[src/rtl/alu16_result_stage.sv]
// Result/status stage behind the 16-bit ALU: buffers Z and flags in a small FIFO,
// keeps sticky Carry/Overflow status and counts delivered results.
module alu16_result_stage #(
    parameter int unsigned DEPTH = 2,
    parameter int unsigned CNT_W = 8
) (
    input  logic             clk,
    input  logic             rst,
    input  logic             in_valid,
    output logic             in_ready,
    input  logic [15:0]      in_z,
    input  logic [4:0]       in_flags,
    input  logic             flush,
    output logic             out_valid,
    input  logic             out_ready,
    output logic [15:0]      out_z,
    output logic [4:0]       out_flags,
    input  logic             sticky_clr,
    output logic [1:0]       sticky_cv,
    output logic [CNT_W-1:0] res_count
);

    localparam int unsigned PTR_W = $clog2(DEPTH);
    localparam int unsigned OCC_W = $clog2(DEPTH + 1);
    localparam logic [OCC_W-1:0] OCC_FULL = OCC_W'(DEPTH);

    typedef enum logic {
        S_RESET,
        S_RUN
    } state_t;

    typedef struct packed {
        logic [15:0] z;
        logic [4:0]  flags;
    } entry_t;

    state_t             state_q, state_d;
    entry_t             mem_q [DEPTH];
    logic [PTR_W-1:0]   wr_ptr_q, wr_ptr_d;
    logic [PTR_W-1:0]   rd_ptr_q, rd_ptr_d;
    logic [OCC_W-1:0]   occ_q, occ_d;
    logic [1:0]         sticky_q, sticky_d;
    logic [CNT_W-1:0]   cnt_q, cnt_d;

    logic   full;
    logic   empty;
    logic   push;
    logic   pop;
    entry_t head;

    // Readiness is held off for one edge after reset release.
    always_comb begin
        state_d = state_q;
        case (state_q)
            S_RESET: state_d = S_RUN;
            S_RUN:   state_d = S_RUN;
            default: state_d = S_RESET;
        endcase
    end

    always_comb begin
        full      = (occ_q == OCC_FULL);
        empty     = (occ_q == '0);
        in_ready  = (state_q == S_RUN) & ~full & ~flush;
        out_valid = ~empty;
        push      = in_valid & in_ready;
        pop       = out_valid & out_ready;

        head      = mem_q[rd_ptr_q];
        out_z     = empty ? '0 : head.z;
        out_flags = empty ? '0 : head.flags;

        wr_ptr_d  = wr_ptr_q;
        rd_ptr_d  = rd_ptr_q;
        occ_d     = occ_q;
        if (flush) begin
            wr_ptr_d = '0;
            rd_ptr_d = '0;
            occ_d    = '0;
        end else begin
            if (push) wr_ptr_d = wr_ptr_q + PTR_W'(1);
            if (pop)  rd_ptr_d = rd_ptr_q + PTR_W'(1);
            case ({push, pop})
                2'b10:   occ_d = occ_q + OCC_W'(1);
                2'b01:   occ_d = occ_q - OCC_W'(1);
                default: occ_d = occ_q;
            endcase
        end

        // Clear is applied before OR-ing in the pushed C/V.
        sticky_d = (sticky_clr ? 2'b00 : sticky_q)
                 | (push ? {in_flags[2], in_flags[0]} : 2'b00);
        cnt_d    = pop ? cnt_q + CNT_W'(1) : cnt_q;
    end

    always_ff @(posedge clk or posedge rst) begin
        if (rst) begin
            state_q  <= S_RESET;
            wr_ptr_q <= '0;
            rd_ptr_q <= '0;
            occ_q    <= '0;
            sticky_q <= '0;
            cnt_q    <= '0;
        end else begin
            state_q  <= state_d;
            wr_ptr_q <= wr_ptr_d;
            rd_ptr_q <= rd_ptr_d;
            occ_q    <= occ_d;
            sticky_q <= sticky_d;
            cnt_q    <= cnt_d;
        end
    end

    // Storage needs no reset: reads are masked to zero while empty.
    always_ff @(posedge clk) begin
        if (push) begin
            mem_q[wr_ptr_q] <= '{z: in_z, flags: in_flags};
        end
    end

    assign sticky_cv = sticky_q;
    assign res_count = cnt_q;

endmodule

[config.mk]
export PLATFORM = sky130hd
export DESIGN_NAME = alu16_result_stage
export DESIGN_NICKNAME = d
export VERILOG_FILES = /design/src/rtl/alu16_result_stage.sv
export SDC_FILE = /design/constraint.sdc
export NUM_CORES = 1
export LEC_CHECK = 0
export ABC_CLOCK_PERIOD_IN_PS = 2370
export CAP_MARGIN = 40
export CORE_ASPECT_RATIO = 1.2
export CORE_MARGIN = 2
export CORE_UTILIZATION = 40
export CTS_CLUSTER_DIAMETER = 200
export DETAILED_ROUTE_END_ITERATION = 16
export GPL_ROUTABILITY_DRIVEN = 0
export HOLD_SLACK_MARGIN = 0.08
export PLACE_DENSITY = 0.68
export SLEW_MARGIN = 10
export SYNTH_ARGS = -nofsm -noshare
export SYNTH_HDL_FRONTEND = slang
export SYNTH_SLANG_ARGS = --single-unit
[constraint.sdc]
create_clock -name clk -period 2.37 [get_ports clk]
set_input_delay 0.711 -clock clk [delete_from_list [all_inputs] [get_ports clk]]
set_output_delay 0.711 -clock clk [all_outputs]
set_load 0.005 [all_outputs]
==> flow_summary.ini <==
[clocking]
clkTransAtPathRegs_ns = 0.06
h-tree-depth = 3
cts_root_buf = sky130_fd_sc_hd__clkbuf_8
clk-insertion-delay-late_ns = 0.31
cts_tree = yes
cts_made_buffers = 9
tritoncts_num_sinks = 57
clockBufferDepth = 2

[timing]
period_utilisation_layout_pct = 97.9
tns_ns = 0
maxSlewHeadroom_pct = 61.1
peak_clock_frequency_supported_by_timing_mhz = 431
setup_repair_after_global_routing_missed_its_margin = false
timing.final.max_slew_violations = 0
clock_skew_ns = 0.00410
setup_viol = 0
final_hold_viol_count = 0
finalWorstPathRequiredPeriod_ns = 2.32
tightest_slew_ns = 0.583

[cells_and_area]
insertedDiodeCount = 0
syn2layout_area_growth_pct = 48.8
stdcell_count = 314
nets = 273
drive_above_1_share_pct = 18.4

[route]
routed_wire_length_per_instance_um = 14.4
detail_route.vias_per_cell = 4.86
drt_wl_total_mm = 4.53
drt_iter0_drc = 73
drc = 0
vias = 1526
antenna_viol_nets_final = 0
detail_route.first_pass.iterations = 4

[hold_path]
worstHoldPathType = reg -> reg

[power]
total_power_divided_by_cell_area_nw_per_um2 = 636
power.net_switching_uw = 475
power.static_leakage_uw = 0.00159
p_clk_share_pct = 34.3
power_uw = 2160
power_frac_seq_pct = 53.5
peakVddDrop_mv = 0.342
power.combinational.fraction_pct = 12.2
switching_share_pct = 22.0
p_int_uw = 1680

[global_route]
grt.overflow.total = 0
first_pass_grt_wire_length_mm = 7.19
grt_start_max_net_pins = 22
number_of_global_route_vias_before_repair = 1520
grt.total_usage_pct = 15.4
antenna_violations_before_repair = 0

[yosys]
syn-num-nets = 182
count_of_mapped_cells_out_of_synthesis = 154
yosys_register_bits = 57
yosys_warnings = 0
ys_seq_area_share_pct = 71.7
netlist-cell-type-count = 31
avgSynthCellArea_um2 = 14.8
post_synth_instance_area_um2 = 2280

[setup_path]
setup.worst_path.end = out_z[7]
worst_setup_path_end_kind = output port
slowest_delay_ns = 0.50
ff2ff_setup_slack_ns = 0.78
timing.rr.start = occ_q[0]
timing.critical_path.required_ns = 1.66
reg2reg_to = mem_q[0][5]
cp-startpoint = rd_ptr_q
path_class = reg -> out
cp_cell_sequence = buf_6 -> mux2i_1 -> nor2_1 -> clkdlybuf4s50_1
setup.worst_path.start_class = register
worst_r2r_path_depth = 5
critical_path_arrival_ns = 1.61
critical-path-slowest-cell = sky130_fd_sc_hd__clkdlybuf4s50_1
critical_path.max_fanout = 8

[floorplan]
floorplan.die.width_um = 72.9
std_cell_rows = 30
vertical_die_dimension_um = 86.7
design.die.area_um2 = 6320
fp.coreArea_um2 = 5590
initial_core_util_pct = 40.8
boundaryPins = 60

[placed_design]
number_of_i_o_port_buffers = 59
placed_cells_incl_taps = 282
dpl.hpwl_mm = 3.11

[outcome]
outcome = finished, final reports clean

[job]
drv.max_cap_violation_count = 0
-- per-stage QoR --
step | setup slack, ns | utilization (%) | hold slack [ns] | area (um2)
CTS | -0.0300 | 57.6 | 0.482 | 3220
global placement | -0.241 | 54.2 | 0.466 | 3030
floorplan | 0.274 | - | 0.468 | 2280
detailed placement | -0.237 | 54.2 | 0.465 | 3030
global route | 0.00174 | 60.7 | 0.490 | 3390
finish | 0.0503 | 60.7 | 0.482 | 3390
-- metal layers --
metal / part of all wire (%) / routed length, um / track usage (%)
met1: 41 / 1860 / 17.5
met3: 4.0 / 180 / 3.49
met2: 53 / 2400 / 26.4
met5: 0 / 0 / 0
met4: 1.8 / 81 / 8.75
-- cell usage after synthesis --
cell	instances	share of area, %
sky130_fd_sc_hd__a311oi_1	1	0.38
sky130_fd_sc_hd__xnor2_1	7	2.7
sky130_fd_sc_hd__nand3_1	4	0.88
sky130_fd_sc_hd__and4_1	1	0.38
sky130_fd_sc_hd__or3_1	1	0.27
sky130_fd_sc_hd__nor3_1	1	0.22
sky130_fd_sc_hd__mux2_2	1	0.49
sky130_fd_sc_hd__conb_1	1	0.16
sky130_fd_sc_hd__inv_1	3	0.49
sky130_fd_sc_hd__buf_2	3	0.66
sky130_fd_sc_hd__a21oi_1	2	0.44
sky130_fd_sc_hd__and2_1	4	1.1
sky130_fd_sc_hd__a22o_1	2	0.77
sky130_fd_sc_hd__mux2i_1	21	9.2
sky130_fd_sc_hd__nand3b_1	1	0.33
sky130_fd_sc_hd__clkbuf_1	2	0.33
sky130_fd_sc_hd__nand4_1	2	0.55
sky130_fd_sc_hd__edfxtp_1	42	55
sky130_fd_sc_hd__nor2_1	23	3.8
sky130_fd_sc_hd__o21ai_1	1	0.22
sky130_fd_sc_hd__ha_1	1	0.55
sky130_fd_sc_hd__nand2_1	2	0.33
sky130_fd_sc_hd__and3_1	2	0.55
sky130_fd_sc_hd__o21ai_0	2	0.44
sky130_fd_sc_hd__xor2_1	1	0.38
sky130_fd_sc_hd__o211a_1	1	0.44
sky130_fd_sc_hd__dfrtp_1	15	16
sky130_fd_sc_hd__nand2b_1	1	0.27
sky130_fd_sc_hd__and3b_1	1	0.38
sky130_fd_sc_hd__nor4bb_1	1	0.44
sky130_fd_sc_hd__nor2b_1	4	1.1
-- worst min path at each step --
stage / from / endpoint / slack (ns) / depth (start not counted)
2_1_floorplan: res_count[7] / res_count[7] / 0.47 / 1
3_3_place_gp: res_count[7] / res_count[7] / 0.47 / 1
3_5_place_dp: res_count[7] / res_count[7] / 0.47 / 1
4_1_cts: res_count[7] / res_count[7] / 0.48 / 1
5_1_grt: res_count[7] / res_count[7] / 0.49 / 1
6_report: res_count[7] / res_count[7] / 0.48 / 1
-- registers in the layout, indices dropped and copies added (netlist names) --
register / flops
wr_ptr_q: 1
state_q: 1
occ_q: 2
rd_ptr_q: 1
sticky_cv: 2
mem_q: 42
res_count: 8
-- cell families (layout without fill, tap and decap cells) --
family / count (synthesis) / count (layout) / synth area share [%]
multiplexers: 22 / 22 / 9.71
buffers and inverters: 8 / 104 / 1.48
AO/OA/AOI/OAI: 9 / 9 / 2.69
flip-flops: 57 / 57 / 71.7
adder cells (fa/ha/maj): 1 / 1 / 0.548
XOR/XNOR: 8 / 8 / 3.07
AND/OR/NAND/NOR: 48 / 48 / 10.6
other: 1 / 1 / 0.164
-- placed cells by master, fill, tap and decap left out, types with 2 or more instances in the layout --
cell type	count
sky130_fd_sc_hd__edfxtp_1	42
sky130_fd_sc_hd__clkdlybuf4s50_1	37
sky130_fd_sc_hd__nor2_1	22
sky130_fd_sc_hd__buf_4	21
sky130_fd_sc_hd__mux2i_1	19
sky130_fd_sc_hd__dlymetal6s2s_1	18
sky130_fd_sc_hd__dfrtp_1	14
sky130_fd_sc_hd__clkbuf_8	10
sky130_fd_sc_hd__xnor2_1	7
sky130_fd_sc_hd__nand3_1	4
sky130_fd_sc_hd__and2_1	4
sky130_fd_sc_hd__dlygate4sd2_1	4
sky130_fd_sc_hd__inv_1	3
sky130_fd_sc_hd__clkinv_2	3
sky130_fd_sc_hd__buf_12	3
sky130_fd_sc_hd__nand2_1	2
sky130_fd_sc_hd__nand4_1	2
sky130_fd_sc_hd__and3_1	2
sky130_fd_sc_hd__mux2i_2	2
sky130_fd_sc_hd__nor2b_2	2
sky130_fd_sc_hd__a22o_1	2
sky130_fd_sc_hd__o21ai_0	2
sky130_fd_sc_hd__a21oi_1	2
sky130_fd_sc_hd__nor2b_1	2
sky130_fd_sc_hd__clkbuf_1	2
sky130_fd_sc_hd__buf_6	2
-- area by class of cell --
class,count,area (um2)
clock buffers,12,145
clock inverters,4,18.8
fillers,447,2200
inverters,3,11.3
multi-input cells,89,631
flip-flops and latches,57,1640
well taps,64,80.1
repair buffers,85,871
-- power by group through the flow --
stage          Combinational (uW)  Clock, uW  Sequential, uW
5_1_grt                       291        813            1160
2_1_floorplan                93.0          0            1170
3_5_place_dp                  254          0            1170
6_report                      264        740            1160
3_3_place_gp                  250          0            1170
4_1_cts                       259        765            1160
-- worst max-delay path, delay by kind of cell (launching register included) --
| family | cells | cell delay [ns] |
|---|---|---|
| buffers and inverters | 2 | 0.67 |
| muxes | 1 | 0.11 |
| and+or+nand+nor | 1 | 0.08 |
| DFF | 1 | 0.43 |
-- timing repair --
action	4_1_cts	5_1_grt
hold buffers	0	0
resized for setup	11	22
setup buffers	1	15
endpoints found under the setup margin	23	20
Power figures use the tool's default switching activity.
